**config.mk**
```make
export PLATFORM = sky130hd
export DESIGN_NAME = day10_binary_to_gray_counter
export DESIGN_NICKNAME = d
export VERILOG_FILES = /design/src/rtl/day10_binary_to_gray_counter.sv
export SDC_FILE = /design/constraint.sdc
export NUM_CORES = 1
export LEC_CHECK = 0
export ABC_AREA = 1
export BUFFER_PORTS_ARGS = -buffer_cell sky130_fd_sc_hd__buf_2
export CORE_AREA = 3 3 40 42
export DETAILED_ROUTE_END_ITERATION = 10
export DIE_AREA = 0 0 43 45
export GPL_TIMING_DRIVEN = 0
export SLEW_MARGIN = 0
export SYNTH_ARGS = -nofsm -noshare
export SYNTH_HDL_FRONTEND = slang
export SYNTH_SLANG_ARGS = --single-unit
export TNS_END_PERCENT = 30
```
**constraint.sdc**
```tcl
create_clock -name clk -period 1.7 [get_ports clk]
set_clock_uncertainty 0.15 [all_clocks]
set_input_delay 0.34 -clock clk [delete_from_list [all_inputs] [get_ports clk]]
set_output_delay 0.34 -clock clk [all_outputs]
set_load 0.05 [all_outputs]
```
**src/rtl/day10_binary_to_gray_counter.sv**
```systemverilog
// Up/down binary counter with registered Gray-coded output, parallel load and terminal-count pulse.
// Define DAY10_GRAY_SATURATE_EN to saturate at the bounds instead of wrapping.
module day10_binary_to_gray_counter #(
    parameter int WIDTH = 4
) (
    input  logic             clk,
    input  logic             rst,
    input  logic             en,
    input  logic             up,
    input  logic             load,
    input  logic [WIDTH-1:0] load_bin,
    output logic [WIDTH-1:0] bin,
    output logic [WIDTH-1:0] gray,
    output logic             tc
);

    localparam logic [WIDTH-1:0] MAX_VAL = {WIDTH{1'b1}};

    logic [WIDTH-1:0] bin_reg;
    logic [WIDTH-1:0] gray_reg;
    logic             tc_reg;
    logic [WIDTH-1:0] bin_next;
    logic [WIDTH-1:0] gray_next;
    logic             tc_next;
    logic             at_bound;

    // Bound in the commanded direction: all-ones going up, zero going down.
    assign at_bound = up ? (bin_reg == MAX_VAL) : (bin_reg == '0);

    always_comb begin
        bin_next = bin_reg;
        tc_next  = 1'b0;
        if (load) begin
            bin_next = load_bin;
        end else if (en) begin
            tc_next = at_bound;
`ifdef DAY10_GRAY_SATURATE_EN
            if (!at_bound) begin
                bin_next = up ? bin_reg + WIDTH'(1) : bin_reg - WIDTH'(1);
            end
`else
            bin_next = up ? bin_reg + WIDTH'(1) : bin_reg - WIDTH'(1);
`endif
        end
    end

    // Gray is encoded from the next binary value so both registers update on the same edge.
    genvar gi;
    generate
        for (gi = 0; gi < WIDTH - 1; gi++) begin : g_gray
            assign gray_next[gi] = bin_next[gi+1] ^ bin_next[gi];
        end
    endgenerate
    assign gray_next[WIDTH-1] = bin_next[WIDTH-1];

    always_ff @(posedge clk) begin
        if (rst) begin
            bin_reg  <= '0;
            gray_reg <= '0;
            tc_reg   <= 1'b0;
        end else begin
            bin_reg  <= bin_next;
            gray_reg <= gray_next;
            tc_reg   <= tc_next;
        end
    end

    assign bin  = bin_reg;
    assign gray = gray_reg;
    assign tc   = tc_reg;

endmodule

```
==> out/metrics.yaml <==
worst_hold_path:
  hold_class: "input pin to flop"
  hp-start: "rst"
  holdPathEnd: "bin[2]"
  hold_path_depth: 2
synth:
  ys_seq_elements: 8
  ys_warn_count: 0
  synthesis.area_um2: 467
  syn_nets: 77
  synth_cell_types: 22
  synth_seq_area_share: 0.343
  syn_inst: 65
  syn_avg_cell_area_um2: 7.18
final_layout:
  multi_input_area_um2: 277
  largest_reg_flops: 4
  fillCellCount: 133
  fin_cells: 100
  layout_common_cells: "nand2_1 (19), buf_2 (17), nor2_1 (5), nand3_1 (5), dfxtp_1 (5)"
  seq_area_um2: 164
  area_delta_synth_final_pct: 27.9
  mostFrequentLayoutCell: "nand2_1"
  nets: 99
  drive_gt1_frac: 0.388
  diodes: 0
cts:
  ctsResizeCount: 0
  hold_buffers: 0
  cts_made_buffers: 3
  numClockSinks: 8
  htreeDepth: 1
  cts_tree: "yes"
  clock_latency_ns: 0.25
  cts_root_buf: "clkbuf_4"
  postCtsSetupBuffers: 0
  clk_path_buf_depth: 2
  clkSlewWorstSetupHoldPaths_ns: 0.05
worst_setup_path:
  cpMaxStageDelayCell: "fa_1"
  crit_chain: "fa_1 -> nand2_1 -> nand3_1 -> o21ai_2 -> nor2_2 -> nand2_1 -> o21ai_1"
  r2r_cells: 7
  crit_required_ns: 1.74
  r2r_start: "bin[0]"
  rrSetupSlack_ns: 0.15
  startpoint_type: "flop"
  crit_family: "adder cells"
  worstReg2RegEnd: "gray[0]"
  cp_data_arrival_time_ns: 1.59
  cp_num_buf_inv: 0
  end_kind: "flop"
  cpPeakStageDelay_ns: 0.51
  crit_path_max_fanout: 6
  crit_top_cell: "nand2_1"
  path_class: "flop to flop"
timing:
  max_slew.worst_pin.slew_ns: 0.306
  finalSetupViolCount: 0
  rsz0062_at_grt: "false"
  finalCritPeriodShare: 0.913
  min_period_ns: 1.55
  fin_tns_setup_ns: 0
  drv_slew: 0
  max_slew_margin: 0.794
  fmax_mhz: 645
  hold_viol_final: 0
floorplanning:
  die_h_um: 45
  core_area_um2: 1280
  die-area_um2: 1940
  ios: 18
  row_count: 13
  start_util: 0.363
  die_w_um: 43
place:
  gp_congestion: 0.677
  dp.cells: 97
  port_buffers: 17
  detailed_place_hpwl_um: 804
routing:
  ant_nets: 0
  vias: 468
  routed_via_density: 4.68
  routed_wirelength_um: 959
  drt_iter0_markers: 9
  wl_per_cell_um: 9.59
  drc: 0
  drt-pass1-iter-count: 2
power_and_ir_drop:
  vdd_ir_drop_max_mv: 0.476
  fin_total_pwr_mw: 0.559
  leakage_nw: 0.311
  power_density_nw_per_um2: 937
status:
  status: "completed"
grt:
  grt_pass1_wl_um: 1700
  track_usage: 0.121
  grt.overflow.total: 0
  antenna_found_initial: 0
  grt_max_degree: 8
  grt_pass1_vias: 431
run:
  maxCapViolations: 0
==> area by class of cell <==
cell class | instances | share of cell area
inverter | 6 | 0.0377
sequential | 8 | 0.275
multi-input combinational | 50 | 0.463
clock buffer | 3 | 0.0377
buffer | 1 | 0.0126
tap | 15 | 0.0314
timing repair buffer | 17 | 0.143
==> stage by stage <==
step	hold slack [ns]	instance area (um2)	setup WS, ns	utilization
floorplan	0.255	470	0.0494	-
global placement	0.355	574	-0.0744	0.447
detailed placement	0.352	574	-0.0792	0.447
CTS	0.183	597	0.136	0.464
global route	0.182	597	0.0472	0.464
finish	0.190	597	0.149	0.464
==> Yosys cell counts, drive strengths merged <==
master	number	area, um2
fa	1	20.0
ha	2	25.0
or2	3	18.8
inv	6	22.5
a211oi	1	7.51
nand2	20	77.6
xnor2	1	8.76
a21oi	3	18.8
nor3	1	5.00
nand4	1	6.26
nand3	5	25.0
o21ai	5	32.5
nor2	7	31.3
dfxtp	8	160
buf	1	7.51
==> where the power goes <==
group / total [mW] / internal [mW] / switching (mW)
logic: 0.194 / 0.0586 / 0.135
clock network: 0.143 / 0.0806 / 0.0622
registers: 0.223 / 0.207 / 0.0157
total: 0.559 / 0.346 / 0.213
==> worst max-delay path by stage <==
stage	cells past startpoint	end	slack [ns]	startpoint
floorplan	8	gray[2]	0.05	bin[2]
global placement	10	gray[2]	-0.07	up
detailed placement	10	gray[2]	-0.08	up
CTS	7	gray[0]	0.14	bin[0]
global route	7	gray[0]	0.05	bin[0]
finish	7	gray[0]	0.15	bin[0]
==> worst reg2reg max path: cells and delay by family (launching register included) <==
kind	cells	cell delay [ns]
fa+ha+maj	1	0.51
flops	1	0.35
simple gates	4	0.32
compound gates	2	0.15
==> per-layer routing <==
metal / wire length (um) / GRT usage
met5: 0 / 0
met4: 7 / 0.0361
met3: 90 / 0.0757
met2: 418 / 0.186
met1: 443 / 0.142
==> cell families after synthesis <==
kind of cell / count (synthesis) / share of synthesized area
and+or+nand+nor: 37 / 0.351
AOI/OAI and AO/OA: 9 / 0.126
DFF: 8 / 0.343
buffers and inverters: 7 / 0.0643
adders and majority gates: 3 / 0.0965
xor gates and xnor gates: 1 / 0.0188
Power figures use the tool's default switching activity.
